`config.mk`:
```
export PLATFORM = sky130hd
export DESIGN_NAME = reduction_gate_pipelined
export DESIGN_NICKNAME = d
export VERILOG_FILES = /design/src/rtl/reduction_gate_pipelined.sv
export SDC_FILE = /design/constraint.sdc
export NUM_CORES = 1
export LEC_CHECK = 0
export ABC_AREA = 1
export BUFFER_PORTS_ARGS = -buffer_cell sky130_fd_sc_hd__buf_2
export CORE_UTILIZATION = 60
export DETAILED_ROUTE_END_ITERATION = 10
export GPL_TIMING_DRIVEN = 0
export HOLD_SLACK_MARGIN = 0.03
export PLACE_DENSITY_LB_ADDON = 0.25
export SLEW_MARGIN = 20
export SYNTH_ARGS = -nofsm -noshare
export SYNTH_HDL_FRONTEND = slang
export SYNTH_SLANG_ARGS = --single-unit
```
`constraint.sdc`:
```
create_clock -name Clock -period 6.6 [get_ports Clock]
set_clock_uncertainty 0.05 [all_clocks]
set_input_delay 1.98 -clock Clock [delete_from_list [all_inputs] [get_ports Clock]]
set_output_delay 1.98 -clock Clock [all_outputs]
set_load 0.05 [all_outputs]
```
`src/rtl/reduction_gate_pipelined.sv`:
```
// Pipelined N-input bubbled reduction gate: grouped partials in stage 1,
// mode select / invert / popcount / sticky accumulator in stage 2.
module reduction_gate_pipelined #(
    parameter int NR_OF_INPUTS = 17,
    parameter int GROUP_SIZE = 4,
    parameter logic [NR_OF_INPUTS-1:0] BUBBLES_MASK = '0,
    localparam int CNT_WIDTH = $clog2(NR_OF_INPUTS + 1)
) (
    input  logic                    Clock,
    input  logic                    Reset,
    input  logic                    Tick,
    input  logic                    In_Valid,
    input  logic [NR_OF_INPUTS-1:0] Data_In,
    input  logic [1:0]              Mode,
    input  logic                    Invert,
    input  logic                    Acc_En,
    input  logic                    Acc_Clear,
    output logic                    Out_Valid,
    output logic                    Result,
    output logic [CNT_WIDTH-1:0]    Ones_Count,
    output logic                    Acc_Result
);

    localparam int NG = (NR_OF_INPUTS + GROUP_SIZE - 1) / GROUP_SIZE;
    localparam int PADW = NG * GROUP_SIZE;
    localparam int GCW = $clog2(GROUP_SIZE + 1);
    localparam int TW = CNT_WIDTH + 1;
    localparam int DW = TW + 1;
    localparam logic [PADW-1:0] VALID_M = PADW'({NR_OF_INPUTS{1'b1}});

    function automatic logic [GCW-1:0] pop(input logic [GROUP_SIZE-1:0] v);
        logic [GCW-1:0] c;
        c = '0;
        for (int i = 0; i < GROUP_SIZE; i++) begin
            c = c + GCW'(v[i]);
        end
        return c;
    endfunction

    logic [NR_OF_INPUTS-1:0] b;
    logic [PADW-1:0] b_zero;
    logic [PADW-1:0] b_one;

    // Padding is 0 for OR/XOR/count and 1 for AND so short groups are neutral.
    assign b      = Data_In ^ BUBBLES_MASK;
    assign b_zero = PADW'(b);
    assign b_one  = b_zero | ~VALID_M;

    logic [NG-1:0]          or_d, and_d, xor_d;
    logic [NG-1:0][GCW-1:0] cnt_d;

    for (genvar g = 0; g < NG; g++) begin : g_grp
        assign or_d[g]  = |b_zero[g*GROUP_SIZE +: GROUP_SIZE];
        assign and_d[g] = &b_one[g*GROUP_SIZE +: GROUP_SIZE];
        assign xor_d[g] = ^b_zero[g*GROUP_SIZE +: GROUP_SIZE];
        assign cnt_d[g] = pop(b_zero[g*GROUP_SIZE +: GROUP_SIZE]);
    end

    logic                   s1_valid_q;
    logic [1:0]             s1_mode_q;
    logic                   s1_inv_q;
    logic                   s1_acc_en_q;
    logic [NG-1:0]          or_q, and_q, xor_q;
    logic [NG-1:0][GCW-1:0] cnt_q;

    always_ff @(posedge Clock) begin
        if (Reset) begin
            s1_valid_q  <= 1'b0;
            s1_mode_q   <= '0;
            s1_inv_q    <= 1'b0;
            s1_acc_en_q <= 1'b0;
            or_q        <= '0;
            and_q       <= '0;
            xor_q       <= '0;
            cnt_q       <= '0;
        end else if (Tick) begin
            s1_valid_q  <= In_Valid;
            s1_mode_q   <= Mode;
            s1_inv_q    <= Invert;
            s1_acc_en_q <= Acc_En;
            or_q        <= or_d;
            and_q       <= and_d;
            xor_q       <= xor_d;
            cnt_q       <= cnt_d;
        end
    end

    logic [TW-1:0] tot_d;
    logic [DW-1:0] dbl;
    logic          maj;
    logic          raw;
    logic          res_d;
    logic          acc_d;

    always_comb begin
        tot_d = '0;
        for (int g = 0; g < NG; g++) begin
            tot_d = tot_d + TW'(cnt_q[g]);
        end
    end

    // Majority is strict: a tie is not a majority.
    assign dbl = {tot_d, 1'b0};
    assign maj = dbl > DW'(NR_OF_INPUTS);

    always_comb begin
        raw = 1'b0;
        unique case (s1_mode_q)
            2'b00:   raw = |or_q;
            2'b01:   raw = &and_q;
            2'b10:   raw = ^xor_q;
            2'b11:   raw = maj;
            default: raw = 1'b0;
        endcase
    end

    assign res_d = raw ^ s1_inv_q;
    assign acc_d = (Acc_Clear ? 1'b0 : Acceptor_q())
                 | (s1_valid_q & s1_acc_en_q & res_d);

    logic                 out_valid_q;
    logic                 result_q;
    logic [CNT_WIDTH-1:0] count_q;
    logic                 acc_q;

    function automatic logic Acceptor_q();
        return acc_q;
    endfunction

    always_ff @(posedge Clock) begin
        if (Reset) begin
            out_valid_q <= 1'b0;
            result_q    <= 1'b0;
            count_q     <= '0;
            acc_q       <= 1'b0;
        end else if (Tick) begin
            out_valid_q <= s1_valid_q;
            acc_q       <= acc_d;
            if (s1_valid_q) begin
                result_q <= res_d;
                count_q  <= tot_d[CNT_WIDTH-1:0];
            end
        end
    end

    assign Out_Valid  = out_valid_q;
    assign Result     = result_q;
    assign Ones_Count = count_q;
    assign Acc_Result = acc_q;

endmodule

```
==> results.md, run 1 <==
* Max-slew headroom at between 60% and 70%
* CTS max path bufs at 2
* Largest net degree at the start of global routing at 11
* Starting Density at 64.8%
* Pwr per Cell Area at roughly 220 nW/um^2
* Cts repair resizes at 0
* Syn_nets at 347
* LEAKAGE at 1.35 nW
* Final Critical Period at ~3.3 ns
* DRT met1 WL at ~2100 um
* I/O pins at 34
* Share of the clock period used by the worst path at 49.7%
* Routed Antenna Nets at 0
* Library cells used by synthesis at 23
* Share of layout cells above drive strength 1 at between 10% and 20%
* First-pass GRT wire length at around 8100 um
* Worst-path cell chain: buf_2 -> inv_1 -> fa_1 -> inv_1 -> ha_1 -> ha_1 -> o21ai_1 -> a21oi_1
* Area share of the largest cell type after synthesis at roughly a third
* Total power at approximately 0.56 mW
* Max frequency at 0.305 GHz
* # setup viols final at 0
* Max Cap Viol at 0
* Synth area leader: dfxtp_1
* H-tree Lvls at 2
* Synth warn at 0
* Worst Tran Pin Value at 0.487 ns
* # DRC at 0
* Switch Pwr at ~0.18 mW
* Leading post-synthesis cells by cell area: dfxtp_1, ha_1, fa_1
* Drt total wl at approximately 4600 um
* Int Power at between 0.3 and 0.4 mW
* CP Data Arrival Time at about 3.4 ns
* Skew-Pair Late Insertion Delay at roughly 0.29 ns
* Vias in the first global route at between 1500 and 2000
* Nets at 385
* R2R Setup Slk at 3.54 ns
* Post-CTS Hold Fix Bufs at 0
* N_diodes at 0
* DR WL met2 at around 2300 um
* Met3 WL at ~160 um
* Drt initial violations at 113
* DIE WIDTH at 63.2 um
* Part of the power in registers at between 40% and 50%
* Post-synth EDFFs at 0
* Switching share of power at about a third
* Gate power share at a little over a quarter
* Post-Syn Area at about 2200 um^2
* FILL cells at 292
* Die Y at roughly 63 um
* Total number of vias at around 1900
* Total global-route track usage at a little over a quarter
* Row count at 21
* Top FF cell, synth: dfxtp_1
* CP Class: in2reg
* Peak supply drop at 0.000156 V
* Max incr delay on CP at about 0.54 ns
* Status: finished, final reports clean
* CTS tree: done
* Routability cong. at 0.776
* TritonCTS buffer count at 5
* Register bit total from synthesis at 38
* Hpwl dp at about 3600 um
* Sink Count at 38
* Worst Path Max Fanout at 2
* Synth-to-Final Area Change at 12.9%
* Worst Hold Class: reg2reg
* Post-CTS Setup Bufs at 0
* Core area at around 3500 um^2
* Seq/Total Area, Yosys at around 34%
* Via/cell ratio at 5.13
* Synth Area per Inst at slightly below 8 um^2
* Slowest cell on crit path: fa_1
* Clock share of power at 26.7%
* Top Layer Used: met4
* Antenna violations before repair at 0
* Register clock-pin slew on the reported worst setup and hold paths at 0.07 ns
* Worst setup SP type: input pin
* Final hold vios at 0
* CP Capture Type: register
* Port buffer count at 31
* Cells after synthesis at 283
* Final slew viol count at 0
* CP required at approximately 6.7 ns
* Pre-Repair DR Iteration Count at 5
* Final TNS setup at 0 ns
* Root Buffer: clkbuf_8
* RSZ-0062 raised after global routing: no
* Full die area at 3990 um^2
* Asr flop ratio synth at 0%
* GR Overflow Total at 0
* WL/cell at approximately 13 um
registers in the layout (all words and copies together) (netlist names):
register,flops
Result,1
Out_Valid,1
s1_inv_q,1
and_q,4
cnt_q,12
or_q,5
s1_acc_en_q,1
xor_q,4
s1_valid_q,1
Ones_Count,5
s1_mode_q,2
Acc_Result,1
worst max-delay path, delay by kind of cell:
| family | cells | cell delay (ns) |
|---|---|---|
| AO/OA/AOI/OAI | 2 | 0.21 |
| adder cells (fa/ha/maj) | 3 | 1.00 |
| buffers and inverters | 3 | 0.19 |
kinds of logic (layout without fill, tap and decap cells):
| logic type | Yosys count | in the layout | share of synthesized area [%] |
|---|---|---|---|
| simple gates | 77 | 77 | 14.1 |
| buf+inv | 65 | 103 | 11.1 |
| compound gates | 59 | 59 | 13.7 |
| flops | 38 | 38 | 33.9 |
| fa+ha+maj | 38 | 38 | 24.8 |
| xor+xnor | 6 | 6 | 2.34 |
layer usage:
layer	global-route usage [%]	up-vias
met4	7.95	0
li1	-	964
met5	0	-
met3	5.43	7
met1	33.0	870
met2	44.9	41
power groups by stage:
stage | logic [mW] | registers, mW | clock network, mW
6_report | 0.152 | 0.258 | 0.149
5_1_grt | 0.175 | 0.260 | 0.160
4_1_cts | 0.152 | 0.258 | 0.151
3_5_place_dp | 0.150 | 0.263 | 0
3_3_place_gp | 0.144 | 0.262 | 0
2_1_floorplan | 0.100 | 0.270 | 0
per-stage QoR:
stage	hold WS (ns)	std cells	util [%]	worst slack, ns	area [um^2]
floorplan	0.384	283	-	3.25	2250
global placement	0.397	360	70.9	3.08	2460
detailed placement	0.407	360	70.9	3.00	2460
CTS	0.416	367	73.1	3.30	2540
global route	0.438	367	73.1	3.25	2540
finish	0.414	367	73.1	3.32	2540
cells in the mapped netlist, types with 2 or more instances:
| library cell | number |
|---|---|
| inv_1 | 46 |
| dfxtp_1 | 38 |
| nor2_1 | 34 |
| nand2_1 | 28 |
| ha_1 | 27 |
| a21oi_1 | 18 |
| o21ai_0 | 17 |
| o21ai_1 | 17 |
| fa_1 | 11 |
| nand3_1 | 9 |
| inv_2 | 8 |
| clkbuf_1 | 6 |
| a31oi_1 | 5 |
| buf_2 | 5 |
| xor2_1 | 5 |
| nand2_2 | 2 |
final timing paths:
check / from / endpoint / cells after the start
worst max register to register: cnt_q[1] / Result / 18
worst max-delay path: Data_In[8] / cnt_q[7] / 8
worst min register to register: s1_acc_en_q / s1_acc_en_q / 2
worst min-delay path: s1_acc_en_q / s1_acc_en_q / 2
cells in the final DEF (no fill, tap or decap):
cell and instances:
a21oi_1 18, a21oi_2 1, a31oi_1 5, buf_2 36
clkbuf_1 8, clkbuf_8 5, dfxtp_1 38, fa_1 11
ha_1 27, inv_1 46, inv_2 8, nand2_1 28
nand2_2 2, nand3_1 9, nand3_2 1, nand4_1 1
nor2_1 34, nor3_1 1, nor4_1 1, o211ai_1 1
o21ai_0 17, o21ai_1 17, xnor2_1 1, xor2_1 5
layout make-up:
| cell class | instances | area, um^2 | area share, % |
|---|---|---|---|
| clock buffer | 7 | 76.3 | 3.01 |
| sequential | 38 | 761 | 30.0 |
| tap | 46 | 57.6 | 2.27 |
| buffer | 11 | 47.5 | 1.87 |
| timing repair buffer | 31 | 155 | 6.12 |
| multi-input combinational | 180 | 1240 | 48.7 |
| inverter | 54 | 203 | 7.99 |
No activity file was read; power rests on OpenSTA's default activity.
==> inputs of run 2 (changes only) <==
--- a/config.mk
+++ b/config.mk
@@ -5,9 +5,9 @@
 export SDC_FILE = /design/constraint.sdc
 export NUM_CORES = 1
 export LEC_CHECK = 0
-export ABC_AREA = 1
+export ABC_AREA = 0
 export BUFFER_PORTS_ARGS = -buffer_cell sky130_fd_sc_hd__buf_2
-export CORE_UTILIZATION = 60
+export CORE_UTILIZATION = 57
 export DETAILED_ROUTE_END_ITERATION = 10
 export GPL_TIMING_DRIVEN = 0
 export HOLD_SLACK_MARGIN = 0.03
==> constraint.sdc (replaced) <==
create_clock -name Clock -period 3.4 [get_ports Clock]
set_clock_uncertainty 0.05 [all_clocks]
set_input_delay 1.02 -clock Clock [delete_from_list [all_inputs] [get_ports Clock]]
set_output_delay 1.02 -clock Clock [all_outputs]
set_load 0.05 [all_outputs]
==> run 2 against run 1 <==
  * Total power up 130%
  * Sequential power up 92%
  * Sequential share of layout area is 1.2 points lower
  * Cell area grew 4.0%
==> results.md, run 2 <==
* Post-Syn Area at 2260 um^2 (was 2250 um^2)
* Nets at 335 (was 385)
* CP Data Arrival Time at 3.43 ns (was 3.39 ns)
* Pwr per Cell Area at 483 nW/um^2 (was 221 nW/um^2)
* Compound-gate portion of the synthesized area at 9.73% (was 13.7%)
* Commonest non-fill, non-tap cell in the layout: dfxtp_1 (was inv_1)
* RSZ-0062 raised after global routing: no (unchanged)
* Worst Hold Class: reg2reg (unchanged)
* Total number of vias at 1684 (was 1882)
* Post-synth EDFFs at 0 (unchanged)
* Synth warn at 0 (unchanged)
* Leading post-synthesis cells by cell area: dfxtp_1, ha_1, fa_1 (unchanged)
* Max FFs per register at 12 (unchanged)
* Post-placement cell count at 312 (was 360)
* Port buffer count at 32 (was 31)
* CTS tree: done (unchanged)
* XOR/XNOR share of the synthesized area at 4.48% (was 2.34%)
* I/O pins at 34 (unchanged)
* Synth Area in Adders at 24.7% (was 24.8%)
* Met3 WL at 131 um (was 161 um)
* Top FF cell, synth: dfxtp_1 (unchanged)
* Starting Density at 60.4% (was 64.8%)
* Full die area at 4220 um^2 (was 3990 um^2)
* FILL cells at 311 (was 292)
* Row count at 22 (was 21)
* # setup viols final at 0 (unchanged)
* Largest family of logic cells by synthesized area: adder cells (unchanged)
* Cells after synthesis at 232 (was 283)
* Worst setup SP type: register (was input pin)
* Skew-Pair Late Insertion Delay at 0.30 ns (was 0.29 ns)
* Worst Reg-to-Reg Cells at 12 (was 18)
* DRT met1 WL at 2100 um (was 2140 um)
* Placed cell area at 2480 um^2 (was 2460 um^2)
* DIE WIDTH at 65.0 um (was 63.2 um)
* Final slew viol count at 0 (unchanged)
* GR Overflow Total at 0 (unchanged)
* Largest register by flop count: cnt_q (unchanged)
* Total power at 1.27 mW (was 0.560 mW)
* Synth-to-Final Area Change at 16.6% (was 12.9%)
* WL/cell at 14.6 um (was 12.7 um)
* Root Buffer: clkbuf_8 (unchanged)
* Worst Path Max Fanout at 2 (unchanged)
* Register bit total from synthesis at 38 (unchanged)
* Total global-route track usage at 26.2% (about the same)
* DR WL met2 at 2350 um (was 2280 um)
* Sink Count at 38 (unchanged)
* CP Capture Type: register (unchanged)
* Final core utilization at 70.5% (was 73.1%)
* Max-slew headroom at 54.1% (was 67.6%)
* Vias in the first global route at 1700 (was 1873)
* Mux cell area share after synthesis at 8.46% (was 0%)
* H-tree Lvls at 2 (unchanged)
* LEAKAGE at 1.28 nW (was 1.35 nW)
* Synth Area per Inst at 9.75 um^2 (was 7.94 um^2)
* R2R Setup Slk at 0.15 ns (was 3.54 ns)
* Top Layer Used: met4 (unchanged)
* CTS max path bufs at 2 (unchanged)
* Drt initial violations at 63 (was 113)
* Simple-gate area share of the yosys netlist at 11.8% (was 14.1%)
* CP Class: reg2reg (was in2reg)
* Final hold vios at 0 (unchanged)
* Post-route cell area at 2640 um^2 (was 2540 um^2)
* Routed Antenna Nets at 0 (unchanged)
* Worst Tran Pin Value at 0.688 ns (was 0.487 ns)
* Post-CTS Hold Fix Bufs at 0 (unchanged)
* # DRC at 0 (unchanged)
* CP required at 3.59 ns (was 6.71 ns)
* Register Area at 761 um^2 (unchanged)
* Max Cap Viol at 0 (unchanged)
* Register clock-pin slew on the reported worst setup and hold paths at 0.08 ns (was 0.07 ns)
* Core area at 3740 um^2 (was 3470 um^2)
* Area share of the largest cell type after synthesis at 33.6% (was 33.9%)
* Asr flop ratio synth at 0% (unchanged)
* Commonest cells in the netlist: dfxtp_1, inv_1, nor2_1 (was inv_1, dfxtp_1, nor2_1)
* Most common cell in the netlist: dfxtp_1 (was inv_1)
* Share of the clock period used by the worst path at 95.5%
* N_diodes at 0 (unchanged)
* Hold Path Depth at 2 (unchanged)
* Final Critical Period at 3.25 ns
* Die Y at 65.0 um (was 63.2 um)
* Synth area leader: dfxtp_1 (unchanged)
* Final Instance Count excl. Fillers at 320 (was 367)
* Antenna violations before repair at 0 (unchanged)
* Post-CTS Setup Bufs at 0 (unchanged)
* Drt total wl at 4680 um (was 4650 um)
* Seq/Total Area, Yosys at 33.6% (was 33.9%)
* Pre-Repair DR Iteration Count at 4 (was 5)
* Peak supply drop at 0.000361 V (was 0.000156 V)
* Most frequent cells in the layout: dfxtp_1, inv_1, buf_2, nor2_1, ha_1 (was inv_1, dfxtp_1, buf_2, nor2_1, nand2_1)
* Via/cell ratio at 5.26 (was 5.13)
* Hpwl dp at 3510 um (was 3600 um)
* Share of layout cells above drive strength 1 at 18.8% (was 16.5%)
* Routability cong. at 0.806 (was 0.776)
* Status: finished, final reports clean (unchanged)
* Largest net degree at the start of global routing at 13 (was 11)
* Syn_nets at 296 (was 347)
* Library cells used by synthesis at 33 (was 23)
* Max frequency at between 0.3 and 0.4 GHz
* Area of the multi-input gates at 1350 um^2 (was 1240 um^2)
* Final TNS setup at 0 ns (unchanged)
* TritonCTS buffer count at 5 (unchanged)
* First-pass GRT wire length at 8010 um (was 8120 um)
## run 2: report_power, final
part / leakage [nW] / total (mW) / switching, mW / internal [mW]
sequential: 0.312 / 0.495 / 0.0206 / 0.474
combinational: 0.901 / 0.297 / 0.162 / 0.135
clock: 0.0714 / 0.483 / 0.170 / 0.313
## run 2: timing repair
item | in CTS | in global routing
endpoints found under the hold margin | 0 | 0
gates resized for setup | 0 | 3
endpoints found under the setup margin | 0 | 2
## run 2: stage by stage
step | hold slack [ns] | setup slack (ns)
finish | 0.407 | 0.152
global route | 0.434 | 0.0205
floorplan | 0.396 | 0.255
CTS | 0.407 | 0.0191
detailed placement | 0.396 | 0.0688
global placement | 0.393 | 0.0871
## run 2: area by class of cell
cell class              instances  share of cell area, %
well taps                      48                   2.28
multi-input cells             151                   51.3
repair buffers                 32                   6.07
clock inverters                 2                   2.28
flip-flops and latches         38                   28.8
plain buffers                  10                   1.47
inverters                      33                   4.69
clock buffers                   6                   3.13
## run 2: cell families (layout without fill, tap and decap cells)
family / count (synthesis) / count (layout)
AO/OA/AOI/OAI: 26 / 26
multiplexers: 19 / 19
flip-flops: 38 / 38
buffers and inverters: 43 / 83
AND/OR/NAND/NOR: 59 / 59
XOR/XNOR: 9 / 9
adder cells (fa/ha/maj): 38 / 38
## run 2: worst max-delay path: stages, from the launching register on
cell	delay, ns
dfxtp_1	0.33
inv_1	0.06
fa_1	0.53
inv_1	0.05
fa_1	0.50
ha_2	0.19
inv_1	0.05
fa_1	0.50
nor3b_4	0.22
o2111ai_4	0.17
o211a_1	0.18
mux2_2	0.27
o22ai_2	0.08
## run 2: final timing paths
kind | end | start
worst max-delay path | Result | cnt_q[1]
worst min-delay path | Ones_Count[0] | Ones_Count[0]
worst max register to register | Result | cnt_q[1]
worst min register to register | Ones_Count[0] | Ones_Count[0]
## run 2: routing by layer
metal / global-route usage (%) / vias up
met5: 0 / -
met2: 43.2 / 23
met3: 5.11 / 8
met4: 12.5 / 0
met1: 32.6 / 816
li1: - / 837
